### src/rtl/shift_exec_unit.sv
// Multi-cycle MIPS shift unit: decodes R-type shift functs, one bit per cycle.
// Define SHIFT_EXEC_FAST_EN for a single-cycle barrel-shifter variant.
module shift_exec_unit #(
  parameter int DATA_W = 32,
  parameter int SA_W   = 5
) (
  input  logic              clk,
  input  logic              rst,
  input  logic              start,
  input  logic [5:0]        funct,
  input  logic [SA_W-1:0]   shamt,
  input  logic [DATA_W-1:0] rs_val,
  input  logic [DATA_W-1:0] rt_val,
  output logic              eshift,
  output logic [DATA_W-1:0] sa,
  output logic              busy,
  output logic              done,
  output logic [DATA_W-1:0] result,
  output logic              illegal
);

  typedef enum logic [1:0] {
    S_IDLE,
    S_SHIFT,
    S_DONE
  } state_t;

  typedef enum logic [1:0] {
    OP_SLL,
    OP_SRL,
    OP_SRA
  } op_t;

  state_t            r_state;
  logic [DATA_W-1:0] r_work;
  logic              r_eshift;
  logic [DATA_W-1:0] r_sa;
  logic [DATA_W-1:0] r_result;
  logic              r_done;
  logic              r_illegal;

  logic              w_legal;
  logic              w_eshift;
  op_t               w_op;
  logic [SA_W-1:0]   w_amt;
  logic              w_unused_rs;

  // Only the low SA_W bits of rs select the variable amount.
  assign w_unused_rs = ^rs_val[DATA_W-1:SA_W];

  always_comb begin
    w_legal  = 1'b1;
    w_eshift = 1'b1;
    w_op     = OP_SLL;
    case (funct)
      6'b000000: begin w_eshift = 1'b1; w_op = OP_SLL; end
      6'b000010: begin w_eshift = 1'b1; w_op = OP_SRL; end
      6'b000011: begin w_eshift = 1'b1; w_op = OP_SRA; end
      6'b000100: begin w_eshift = 1'b0; w_op = OP_SLL; end
      6'b000110: begin w_eshift = 1'b0; w_op = OP_SRL; end
      6'b000111: begin w_eshift = 1'b0; w_op = OP_SRA; end
      default:   w_legal = 1'b0;
    endcase
  end

  assign w_amt = w_eshift ? shamt : rs_val[SA_W-1:0];

`ifdef SHIFT_EXEC_FAST_EN
  logic [DATA_W-1:0] w_barrel;

  always_comb begin
    w_barrel = rt_val;
    case (w_op)
      OP_SLL:  w_barrel = rt_val << w_amt;
      OP_SRL:  w_barrel = rt_val >> w_amt;
      OP_SRA:  w_barrel = DATA_W'($signed(rt_val) >>> w_amt);
      default: w_barrel = rt_val;
    endcase
  end
`else
  logic [SA_W-1:0]   r_cnt;
  op_t               r_op;
`endif

  always_ff @(posedge clk) begin
    if (rst) begin
      r_state   <= S_IDLE;
      r_work    <= '0;
      r_eshift  <= 1'b0;
      r_sa      <= '0;
      r_result  <= '0;
      r_done    <= 1'b0;
      r_illegal <= 1'b0;
`ifndef SHIFT_EXEC_FAST_EN
      r_cnt     <= '0;
      r_op      <= OP_SLL;
`endif
    end else begin
      r_done    <= 1'b0;
      r_illegal <= 1'b0;
      case (r_state)
        S_IDLE: begin
          if (start) begin
            if (w_legal) begin
              r_eshift <= w_eshift;
              r_sa     <= {{(DATA_W-SA_W){1'b0}}, w_amt};
`ifdef SHIFT_EXEC_FAST_EN
              r_work   <= w_barrel;
              r_state  <= S_DONE;
`else
              r_work   <= rt_val;
              r_cnt    <= w_amt;
              r_op     <= w_op;
              r_state  <= (w_amt == '0) ? S_DONE : S_SHIFT;
`endif
            end else begin
              r_illegal <= 1'b1;
            end
          end
        end
`ifndef SHIFT_EXEC_FAST_EN
        S_SHIFT: begin
          case (r_op)
            OP_SLL:  r_work <= {r_work[DATA_W-2:0], 1'b0};
            OP_SRL:  r_work <= {1'b0, r_work[DATA_W-1:1]};
            OP_SRA:  r_work <= {r_work[DATA_W-1], r_work[DATA_W-1:1]};
            default: r_work <= r_work;
          endcase
          r_cnt <= r_cnt - SA_W'(1);
          if (r_cnt == SA_W'(1)) r_state <= S_DONE;
        end
`endif
        S_DONE: begin
          r_result <= r_work;
          r_done   <= 1'b1;
          r_state  <= S_IDLE;
        end
        default: r_state <= S_IDLE;
      endcase
    end
  end

  assign eshift  = r_eshift;
  assign sa      = r_sa;
  assign busy    = (r_state == S_SHIFT);
  assign done    = r_done;
  assign result  = r_result;
  assign illegal = r_illegal;

endmodule

### config.mk
export PLATFORM = sky130hd
export DESIGN_NAME = shift_exec_unit
export DESIGN_NICKNAME = d
export VERILOG_FILES = /design/src/rtl/shift_exec_unit.sv
export SDC_FILE = /design/constraint.sdc
export NUM_CORES = 1
export LEC_CHECK = 0
export CAP_MARGIN = 20
export CORE_MARGIN = 3
export CORE_UTILIZATION = 37
export CTS_BUF_LIST = sky130_fd_sc_hd__clkbuf_4
export DETAILED_ROUTE_END_ITERATION = 8
export GPL_TIMING_DRIVEN = 0
export PLACE_DENSITY_LB_ADDON = 0.05
export SYNTH_ARGS = -nofsm -noshare
export SYNTH_HDL_FRONTEND = slang
export SYNTH_SLANG_ARGS = --single-unit
### constraint.sdc
create_clock -name clk -period 2 [get_ports clk]
set_input_delay 0.4 -clock clk [delete_from_list [all_inputs] [get_ports clk]]
set_output_delay 0.4 -clock clk [all_outputs]
set_load 0.01 [all_outputs]
==> impl_metrics.sql <==
INSERT INTO impl_metrics (metric_group, metric, value, unit) VALUES
('pwr', 'switching_share', '26.66', '%'),
('placed_design', 'dpl.cell_count', '747', ''),
('timing', 'final_period_minus_worst_setup_slack', '1895', 'ps'),
('synthesis', 'synth_warnings', '0', ''),
('setup_path', 'required', '1600', 'ps'),
('pwr', 'total_leakage_power', '2.060', 'nW'),
('setup_path', 'crit_path_max_fanout', '6', ''),
('floorplanning', 'core.rowCount', '38', ''),
('pwr', 'power.sequential.fraction', '50.9', '%'),
('clock_network', 'count_of_h_tree_levels_built_during_cts', '3', ''),
('floorplanning', 'die_area', '12720', 'um2'),
('setup_path', 'worstSetupStartpointType', 'flip-flop', ''),
('routing', 'wl', '12.27', 'mm'),
('global_route', 'gr-usage-all-layers', '18.75', '%'),
('final_layout', 'layoutNonFillerInstCount', '776', ''),
('global_route', 'globalRouteOverflowTotal', '0', ''),
('floorplanning', 'start_util', '38.43', '%'),
('final_layout', 'area_delta_synth_final', '36.85', '%'),
('clock_network', 'holdBufCountCts', '0', ''),
('run_status', 'status', 'complete, no violations', ''),
('final_layout', 'drive_above_1_share', '18.24', '%'),
('synthesis', 'post_synthesis_area_per_instance', '8.595', 'um2'),
('synthesis', 'postSynthCellCount', '491', ''),
('setup_path', 'cp.arrival', '1500', 'ps'),
('global_route', 'wire_length_of_the_first_global_routing_pass', '19.32', 'mm'),
('setup_path', 'crit_path_end_kind', 'output pin', ''),
('routing', 'drcViolationCount', '0', ''),
('clock_network', 'ctsRootBufferMaster', 'sky130_fd_sc_hd__clkbuf_4', ''),
('global_route', 'number_of_global_route_vias_before_repair', '3742', ''),
('pwr', 'report.power.total', '0.003358', 'W'),
('final_layout', 'diodes', '0', ''),
('routing', 'routed_via_density', '5.238', ''),
('final_layout', 'nFillCells', '1084', ''),
('placed_design', 'dpl.hpwl', '8.686', 'mm'),
('timing', 'fmaxAchievable', '527.7', 'MHz'),
('pwr', 'switching_power_total', '0.0008953', 'W'),
('timing', 'final-hold-violation-count', '0', ''),
('clock_network', 'cts-root-to-sink-buffers', '2', ''),
('clock_network', 'clkLatencyLatePin', '440', 'ps'),
('floorplanning', 'fp.coreArea', '10980', 'um2'),
('synthesis', 'number_of_enable_type_register_cells_in_the_synthesized_netlist', '0', ''),
('routing', 'antenna_left', '0', ''),
('clock_network', 'worst_setup_hold_path_clk_slew', '120', 'ps'),
('timing', 'slew_headroom', '48.69', '%'),
('final_layout', 'layout.core_utilization', '52.59', '%'),
('pwr', 'vdd.ir_drop.worst', '0.0002595', 'V'),
('routing', 'wire_per_inst', '15.81', 'um'),
('timing', 'finalSetupViolCount', '0', ''),
('timing', 'fin_crit_sh', '94.75', '%'),
('clock_network', 'clock_sinks', '81', ''),
('timing', 'fin_skew', '17.21', 'ps'),
('floorplanning', 'die-width', '112.8', 'um'),
('synthesis', 'mappedNetlistArea', '4220', 'um2'),
('pwr', 'clock_power_share', '32.2', '%'),
('routing', 'via_count', '4065', ''),
('final_layout', 'nets', '716', ''),
('placed_design', 'gpl.final_weighted_congestion', '0.8477', ''),
('clock_network', 'numCtsBuffers', '9', ''),
('final_layout', 'mostFrequentLayoutCell', 'sky130_fd_sc_hd__clkdlybuf4s50_1', ''),
('hold_path', 'min-delay-path-class', 'input port to flip-flop', ''),
('floorplanning', 'num_io_pins', '146', ''),
('global_route', 'number_of_antenna_violations_at_the_first_check_in_global_routing', '0', ''),
('clock_network', 'tritoncts', 'yes', ''),
('setup_path', 'worstSetupPathType', 'flip-flop to output pin', ''),
('pwr', 'internal_power', '0.002463', 'W'),
('pwr', 'pwr_density_cell', '581.5', 'nW/um2'),
('routing', 'drt_first_pass_iters', '5', ''),
('synthesis', 'netlist-cell-type-count', '50', ''),
('routing', 'first_iter_violations', '170', ''),
('synthesis', 'ys_seq_area_share', '38.42', '%'),
('synthesis', 'synth_top_flop_cell', 'sky130_fd_sc_hd__dfxtp_1', ''),
('final_layout', 'most-common-layout-cells', 'sky130_fd_sc_hd__clkdlybuf4s50_1, sky130_fd_sc_hd__dfxtp_1, sky130_fd_sc_hd__nand2_1, sky130_fd_sc_hd__a21oi_1, sky130_fd_sc_hd__buf_4', ''),
('global_route', 'largest_net_degree_at_the_start_of_global_routing', '13', ''),
('synthesis', 'asyncSetResetFlopFracSynth', '0', '%'),
('placed_design', 'buffer_ports.inserted', '90', ''),
('pwr', 'comb_power_share', '17.0', '%'),
('job', 'maxCapViolCount', '0', ''),
('synthesis', 'ys_ff_latch', '81', ''),
('floorplanning', 'die_h', '112.8', 'um'),
('timing', 'tightest_slew', '769.7', 'ps'),
('timing', 'timing_max_transition_violations_final', '0', '');
==> through the flow <==
step                      TNS, ps  instance area [um2]  setup slack (ps)  hold slack (ps)
after global placement     -21770                 5394            -555.1            443.1
after detailed placement   -21750                 5394            -553.7            446.6
after floorplan                 0                 4318             125.8            431.9
final                           0                 5776             105.0            385.4
after CTS                       0                 5649             6.686            360.8
after global routing       -2.767                 5776            -2.767            390.0
==> logic make-up (layout without fill, tap and decap cells) <==
| logic type | Yosys count | after routing | share of synthesized area (%) |
|---|---|---|---|
| AOI/OAI and AO/OA | 157 | 157 | 28.64 |
| adders and majority gates | 5 | 5 | 1.482 |
| buffers and inverters | 89 | 208 | 11.65 |
| DFF | 81 | 81 | 38.42 |
| muxes | 7 | 7 | 1.749 |
| other | 1 | 27 | 0.08886 |
| and+or+nand+nor | 151 | 151 | 17.97 |
==> state kept, by name (all words and copies together), names as in the netlist <==
name     count
r_work      32
r_state      2
illegal      1
result      32
r_cnt        5
r_op         2
sa           5
done         1
eshift       1
==> worst max-delay path, stage by stage, from the launching register on <==
cell                       delay (ps)
sky130_fd_sc_hd__dfxtp_2          350
sky130_fd_sc_hd__nand2b_1         140
sky130_fd_sc_hd__buf_6            140
sky130_fd_sc_hd__buf_8            130
sky130_fd_sc_hd__inv_6             70
sky130_fd_sc_hd__clkbuf_8         120
sky130_fd_sc_hd__buf_2            120
==> final timing paths <==
check	end	slack (ps)	from	cells past startpoint
hold reg to reg	result[30]$_SDFFE_PP0P_	460	result[30]$_SDFFE_PP0P_	2
setup reg to reg	r_work[26]$_SDFFE_PP0P_	130	r_state[1]$_SDFFE_PP0P_	7
setup / recovery	busy	100	r_state[1]$_SDFFE_PP0P_	6
hold / removal	illegal$_SDFF_PP0_	390	start	3
==> area by class of cell <==
| class | instances | area, um2 | area share (%) |
|---|---|---|---|
| flip-flops and latches | 81 | 1627 | 28.16 |
| plain buffers | 71 | 471.7 | 8.167 |
| clock buffers | 10 | 75.07 | 1.300 |
| multi-input cells | 347 | 2227 | 38.56 |
| repair buffers | 106 | 1061 | 18.37 |
| clock inverters | 4 | 70.07 | 1.213 |
| inverters | 17 | 68.82 | 1.192 |
| well taps | 140 | 175.2 | 3.033 |
==> synth_stat cells (2+ instances only) <==
library cell / instances / area [um2]
sky130_fd_sc_hd__dfxtp_1: 81 / 1622
sky130_fd_sc_hd__nand2_1: 69 / 259.0
sky130_fd_sc_hd__a21oi_1: 60 / 300.3
sky130_fd_sc_hd__clkbuf_1: 34 / 127.6
sky130_fd_sc_hd__buf_4: 29 / 217.7
sky130_fd_sc_hd__a211oi_2: 22 / 275.3
sky130_fd_sc_hd__a221oi_1: 20 / 175.2
sky130_fd_sc_hd__nor3b_1: 19 / 142.6
sky130_fd_sc_hd__nor2_1: 18 / 67.56
sky130_fd_sc_hd__inv_1: 16 / 60.06
sky130_fd_sc_hd__nand3_1: 12 / 60.06
sky130_fd_sc_hd__nor3_1: 11 / 55.05
sky130_fd_sc_hd__o221ai_1: 10 / 87.58
sky130_fd_sc_hd__o32ai_1: 10 / 87.58
sky130_fd_sc_hd__o21bai_1: 9 / 67.56
sky130_fd_sc_hd__buf_6: 6 / 67.56
sky130_fd_sc_hd__ha_1: 5 / 62.56
sky130_fd_sc_hd__nand2b_1: 5 / 31.28
sky130_fd_sc_hd__o21ai_0: 5 / 25.02
sky130_fd_sc_hd__mux2i_1: 4 / 40.04
sky130_fd_sc_hd__a22oi_1: 3 / 22.52
sky130_fd_sc_hd__a311oi_1: 3 / 26.28
sky130_fd_sc_hd__buf_2: 3 / 15.01
sky130_fd_sc_hd__mux2_2: 3 / 33.78
sky130_fd_sc_hd__nor2b_1: 3 / 18.77
sky130_fd_sc_hd__a211oi_1: 2 / 15.01
sky130_fd_sc_hd__nand4_1: 2 / 12.51
sky130_fd_sc_hd__nor4_1: 2 / 12.51
sky130_fd_sc_hd__nor4b_1: 2 / 17.52
sky130_fd_sc_hd__o22ai_1: 2 / 12.51
sky130_fd_sc_hd__or4_1: 2 / 15.01
==> per-layer routing <==
metal	part of all wire, %	wire [um]	up-vias	global-route usage [%]
met5	0	0	-	0
met1	48	5828	1887	26.69
li1	-	-	2023	-
met2	44	5418	140	28.20
met4	1.5	180	0	6.090
met3	6.8	838	15	4.171
==> power by group through the flow <==
stage / clock [W] / sequential (W) / combinational, W
after floorplan: 0 / 0.00173 / 0.000335
after global placement: 0 / 0.00174 / 0.000523
after detailed placement: 0 / 0.00174 / 0.000528
after CTS: 0.00110 / 0.00171 / 0.000547
after global routing: 0.00115 / 0.00172 / 0.000621
final: 0.00108 / 0.00171 / 0.000570
==> timing repair <==
item	in CTS	in global routing
endpoints found under the setup margin	28	51
pin swaps	2	1
gates cloned	0	3
buffers inserted	8	5
resized for setup	22	29
No activity file was read; power rests on OpenSTA's default activity.
